[config.mk]
export PLATFORM = sky130hd
export DESIGN_NAME = load_store_unit
export DESIGN_NICKNAME = d
export VERILOG_FILES = /design/src/rtl/lsu_pkg.sv /design/src/rtl/lsu_align.sv /design/src/rtl/load_store_unit.sv
export SDC_FILE = /design/constraint.sdc
export NUM_CORES = 1
export LEC_CHECK = 0
export CAP_MARGIN = 20
export CORE_ASPECT_RATIO = 1.25
export CORE_MARGIN = 3
export CORE_UTILIZATION = 53
export CTS_CLUSTER_DIAMETER = 40
export DETAILED_ROUTE_END_ITERATION = 7
export GPL_TIMING_DRIVEN = 0
export PLACE_DENSITY = 0.85
export SLEW_MARGIN = 20
export SYNTH_ARGS = -nofsm -noshare
export SYNTH_HDL_FRONTEND = slang
export SYNTH_HIERARCHICAL = 1
export SYNTH_SLANG_ARGS = --single-unit
[constraint.sdc]
create_clock -name clk -period 9.2 [get_ports clk]
set_clock_uncertainty 0.2 [all_clocks]
set_input_delay 1.84 -clock clk [delete_from_list [all_inputs] [get_ports clk]]
set_output_delay 1.84 -clock clk [all_outputs]
set_load 0.02 [all_outputs]
[src/rtl/lsu_pkg.sv]
// Shared types for the load/store unit: access-size encoding, FSM states,
// default memory size and the alignment rule used at request accept.
package lsu_pkg;

    localparam int LSU_MEM_BYTES = 32;

    typedef enum logic [1:0] {
        SZ_BYTE = 2'b00,
        SZ_HALF = 2'b01,
        SZ_WORD = 2'b10,
        SZ_INV  = 2'b11
    } size_e;

    typedef enum logic [2:0] {
        IDLE,
        RD,
        MRG,
        WR,
        RSP
    } state_e;

    // Invalid size or a half/word access not aligned to its own width.
    function automatic logic size_err(input size_e size, input logic [1:0] lo);
        case (size)
            SZ_BYTE: return 1'b0;
            SZ_HALF: return lo[0];
            SZ_WORD: return (lo != 2'b00);
            default: return 1'b1;
        endcase
    endfunction

endpackage

[src/rtl/lsu_align.sv]
// Combinational lane logic: extracts/extends load data from a memory word and
// merges sub-word store data into a word (little-endian lanes).
module lsu_align
    import lsu_pkg::*;
(
    input  logic [31:0] rdata,
    input  logic [1:0]  offset,
    input  logic [1:0]  size,
    input  logic        is_unsigned,
    input  logic [31:0] wdata,
    output logic [31:0] load_data,
    output logic [31:0] merged
);

    logic [7:0]  byte_lane;
    logic [15:0] half_lane;

    assign byte_lane = rdata[{offset, 3'b000} +: 8];
    assign half_lane = rdata[{offset[1], 4'b0000} +: 16];

    always_comb begin
        load_data = '0;
        merged    = rdata;
        case (size_e'(size))
            SZ_BYTE: begin
                load_data = is_unsigned ? {24'h0, byte_lane}
                                        : {{24{byte_lane[7]}}, byte_lane};
                merged[{offset, 3'b000} +: 8] = wdata[7:0];
            end
            SZ_HALF: begin
                load_data = is_unsigned ? {16'h0, half_lane}
                                        : {{16{half_lane[15]}}, half_lane};
                merged[{offset[1], 4'b0000} +: 16] = wdata[15:0];
            end
            SZ_WORD: begin
                load_data = rdata;
                merged    = wdata;
            end
            default: begin
                load_data = '0;
                merged    = rdata;
            end
        endcase
    end

endmodule

[src/rtl/load_store_unit.sv]
// Load/store unit: one outstanding request, sub-word stores via read-modify-write.
// Optional out-of-bounds checking is enabled by defining LSU_BOUNDS_CHECK_EN.
module load_store_unit
    import lsu_pkg::*;
#(
    parameter int MEM_BYTES = LSU_MEM_BYTES
) (
    input  logic        clk,
    input  logic        rst_n,
    input  logic        req_valid,
    output logic        req_ready,
    input  logic        req_we,
    input  logic [1:0]  req_size,
    input  logic        req_unsigned,
    input  logic [31:0] req_addr,
    input  logic [31:0] req_wdata,
    output logic        rsp_valid,
    input  logic        rsp_ready,
    output logic [31:0] rsp_rdata,
    output logic        rsp_err,
    output logic        mem_write_en,
    output logic [31:0] mem_addr,
    output logic [31:0] mem_write_data,
    input  logic [31:0] mem_read_data
);

`ifdef LSU_BOUNDS_CHECK_EN
    localparam logic BOUNDS_EN = 1'b1;
`else
    localparam logic BOUNDS_EN = 1'b0;
`endif
    localparam logic [31:0] LAST_WORD = 32'(MEM_BYTES - 4);

    state_e      state;
    state_e      state_nxt;
    logic        accept;
    logic        req_err;
    logic        out_of_bounds;
    logic [31:0] req_word;
    logic [31:0] addr_q;
    logic [31:0] wdata_q;
    logic [1:0]  size_q;
    logic        we_q;
    logic        uns_q;
    logic [31:0] load_data;
    logic [31:0] merged;

    assign req_ready     = (state == IDLE);
    assign accept        = req_valid && req_ready;
    assign req_word      = {req_addr[31:2], 2'b00};
    assign out_of_bounds = BOUNDS_EN && (req_word > LAST_WORD);
    assign req_err       = size_err(size_e'(req_size), req_addr[1:0]) || out_of_bounds;

    // Request capture: data only, no reset needed
    always_ff @(posedge clk) begin
        if (accept) begin
            addr_q  <= req_addr;
            wdata_q <= req_wdata;
            size_q  <= req_size;
            we_q    <= req_we;
            uns_q   <= req_unsigned;
        end
    end

    lsu_align u_align (
        .rdata       (mem_read_data),
        .offset      (addr_q[1:0]),
        .size        (size_q),
        .is_unsigned (uns_q),
        .wdata       (wdata_q),
        .load_data   (load_data),
        .merged      (merged)
    );

    always_ff @(posedge clk or negedge rst_n) begin
        if (!rst_n) state <= IDLE;
        else        state <= state_nxt;
    end

    always_comb begin
        state_nxt = state;
        case (state)
            IDLE: begin
                if (accept) begin
                    if (req_err)                                state_nxt = RSP;
                    else if (req_we && req_size == SZ_WORD)     state_nxt = WR;
                    else                                        state_nxt = RD;
                end
            end
            RD:      state_nxt = MRG;
            MRG:     state_nxt = we_q ? WR : RSP;
            WR:      state_nxt = RSP;
            RSP:     state_nxt = rsp_ready ? IDLE : RSP;
            default: state_nxt = IDLE;
        endcase
    end

    // Memory and response outputs are registered off the next state so they
    // line up with the cycle the FSM spends in RD/WR/RSP.
    always_ff @(posedge clk or negedge rst_n) begin
        if (!rst_n) begin
            rsp_valid      <= 1'b0;
            rsp_rdata      <= '0;
            rsp_err        <= 1'b0;
            mem_write_en   <= 1'b0;
            mem_addr       <= '0;
            mem_write_data <= '0;
        end else begin
            mem_write_en <= (state_nxt == WR);
            if (state_nxt == RD || state_nxt == WR)
                mem_addr <= (state == IDLE) ? req_word : {addr_q[31:2], 2'b00};
            else
                mem_addr <= '0;
            if (state_nxt == WR)
                mem_write_data <= (state == IDLE) ? req_wdata : merged;
            if (state != RSP && state_nxt == RSP) begin
                rsp_valid <= 1'b1;
                rsp_err   <= (state == IDLE);
                rsp_rdata <= (state == MRG && !we_q) ? load_data : '0;
            end else if (state == RSP && rsp_ready) begin
                rsp_valid <= 1'b0;
                rsp_err   <= 1'b0;
                rsp_rdata <= '0;
            end
        end
    end

endmodule

==> impl_results.md <==
* Clock root buffer: clkbuf_16
* Final #Nets at 959
* Top FF cell, synth: dfrtp_1
* Yosys reg bits at 168
* Total of warnings raised by yosys at 6
* DIE HEIGHT at 144 µm
* Post_cts resized at 0
* H-Tree Depth at 4
* Status: complete, no violations
* Filler Cell Count at 942
* Layout cells sized above 1 at 14.7%
* Vias in the first global route at 6826
* Gr busiest metal: met2
* Critical Path RT at 7160 ps
* # IOs at 204
* Vias post-DR at 6513
* Clock Pin Slew Worst Setup and Hold Paths at 70 ps
* Routing usage on met1 at 37.8%
* N_diodes at 0
* Kind of critical path: reg -> out
* Multi-input logic area at 3260 µm²
* Worst-Margin Slew at 1010 ps
* Leakage power at 4.52 nW
* Mapped cell area at 8080 µm²
* CTS tree: done
* Initial antenna violation count at 0
* Async S/R FF share, synth at 59.5%
* Setup Fix Bufs, Post-CTS at 0
* Post-synthesis sequential area ratio at 56.2%
* Grt met2 use at 54.5%
* Cells after synthesis at 627
* Fin crit share at 49.3%
* M3 GR Usage at 7.33%
* Most frequent cells in the layout: clkdlybuf4s50_1, dfrtp_1, a22o_1
* WL/cell at 24.8 µm
* Largest net degree at the start of global routing at 58
* Min Clock Period, post-route at 4530 ps
* Routed Antenna Nets at 0
* Row count at 49
* Vias per cell at 6.26
* Number of port buffers at 201
* Combinational group share of total power at 44.6%
* DRC violations left at 0
* Max Slew Vio Count at 0
* Num CTS Buffers at 17
* Setup Total Neg Slack at 0 ps
* Hold Crit Class: reg -> reg
* Die width at 116 µm
* Number of DRC markers in iteration 0 at 601
* Max clock buf depth at 2
* Unrepaired setup endpoints after global routing: no
* Final setup viols at 0
* Max Cap Viol at 0
* Sw Ratio at 37.4%
* Net Sw Power at 1.29 mW
* Commonest non-fill, non-tap cell in the layout: clkdlybuf4s50_1
* Total clock sinks at 168
* Sequential Power Share at 33.1%
* Clk_lat worst skew at 430 ps
* First-pass GRT wire length at 39700 µm
* CORE AREA at 14700 µm²
* Max VDD drop at 0.205 mV
* Top post-synthesis cells by area: dfrtp_1, edfxtp_1, a22o_1, mux2_2, mux2_1
* CP Max Fanout at 10
* Synth unique cells at 60
* Top-area cell type share of the netlist area at 31.0%
* Area delta synth->final at 36.2%
* Initial DRT Pass Iterations at 5
* GRT Total Usage at 31.7%
* Clk pwr share at 22.3%
* Area leader, netlist: dfrtp_1
* Critical path arrival at 2490 ps
* Syn avg cell area at 12.9 µm²
* F_max at 221 MHz
* Hpwl dp at 19500 µm
* CTS Hold Bufs at 0
* Final Hold Fails at 0
* Setup crit end kind: primary output
* Wirelength, routed at 25800 µm
* Final hold slack at 283 ps
* FF/Latch Area at 4540 µm²
* GRT Residual Overflow at 0
* Initial core utilization at 55.2%
* Startpoint types: flip-flop
* Gpl congestion at 0.902
* Area of the die at 16800 µm²
* Relative slew slack at 32.3%
* Pint at 2.17 mW
* Post-synth EDFFs at 68
* PwrDens at 314 nW/µm²
## cell type report
| class | instances | area share, % |
|---|---|---|
| multi-input cells | 406 | 29.6 |
| well taps | 178 | 2.02 |
| clock inverters | 15 | 1.93 |
| inverters | 7 | 0.239 |
| flip-flops and latches | 168 | 41.3 |
| clock buffers | 17 | 3.86 |
| plain buffers | 47 | 2.34 |
| repair buffers | 203 | 18.7 |
## worst max-delay path, cell delays in order (launching register included)
cell and delay, ps:
dfrtp_1 360, buf_2 180, nor3_4 450, buf_2 380
clkdlybuf4s50_1 670
## final timing paths
kind                            slack, ps                start                        endpoint  cells after the start
worst max-delay path                 4670   state[0]$_DFF_PN0_                       req_ready                      4
worst min-delay path                  280  addr_q[5]$_DFFE_PN_           mem_addr[5]$_DFF_PN0_                      1
worst max register to register       5720  addr_q[1]$_DFFE_PN_  mem_write_data[13]$_DFFE_PN0P_                     11
worst min register to register        280  addr_q[5]$_DFFE_PN_           mem_addr[5]$_DFF_PN0_                      1
max in group asynchronous            7050                rst_n              state[2]$_DFF_PN0_                      2
min in group asynchronous            1120                rst_n       rsp_rdata[16]$_DFFE_PN0P_                      1
## Yosys cell counts (2+ instances only)
library cell  instances
mux2i_1              22
clkbuf_1             16
edfxtp_1             68
a31oi_1               2
a222oi_1              2
nand2b_1             13
nand3_1               4
nor3_1                7
nand2_1              58
mux2_2               45
a32oi_1               3
o21a_1                2
inv_1                 5
o2bb2ai_1             7
a22o_1               72
buf_2                20
a31o_2                2
ha_1                  5
buf_4                 5
a21oi_1              13
o21ai_1               2
o21ai_0              12
buf_6                 5
o221ai_1             14
a22oi_1               9
mux2_1               29
nor2b_1              19
and3_1                8
dfrtp_1             100
nor2_1               10
a221o_1              19
## power groups by stage
| stage | clock (mW) | sequential (mW) | combinational (mW) |
|---|---|---|---|
| after floorplan | 0 | 1.31 | 0.728 |
| after global placement | 0 | 1.15 | 1.48 |
| after detailed placement | 0 | 1.16 | 1.53 |
| after CTS | 0.780 | 1.14 | 1.54 |
| after global routing | 0.811 | 1.17 | 1.64 |
| final | 0.774 | 1.15 | 1.54 |
## logic make-up (layout without fill, tap and decap cells)
kind of cell             count (synthesis)  in the layout  synth area share, %
other                                    1              2               0.0464
AND/OR/NAND/NOR                        129            129                 8.20
buffers and inverters                   54            289                 3.51
adder cells (fa/ha/maj)                  5              5                0.774
flip-flops                             168            168                 56.2
multiplexers                            97             97                 13.2
AO/OA/AOI/OAI                          173            173                 18.0
## layer usage
metal / up-vias / part of all wire, %
li1: 2869 / -
met1: 3227 / 37
met2: 361 / 51
met3: 56 / 7.9
met4: 0 / 3.7
met5: - / 0
## registers in the layout (all words and copies together) (netlist names)
signal	cells
mem_write_en	1
wdata_q	32
uns_q	1
size_q	2
rsp_rdata	32
state	3
addr_q	32
mem_write_data	32
we_q	1
rsp_err	1
rsp_valid	1
mem_addr	30
## per-stage QoR
stage	power [mW]	worst slack, ps	util (%)	instance area (µm²)	cells
final	3.46	4670	75.2	11000	1041
after global routing	3.61	4600	75.2	11000	1041
after CTS	3.47	4670	75.2	11000	1041
after detailed placement	2.69	5020	70.8	10400	1009
after global placement	2.63	2470	70.4	10300	1007
after floorplan	2.04	4850	-	8090	628
Note: power is estimated with default switching activity, not from simulation.
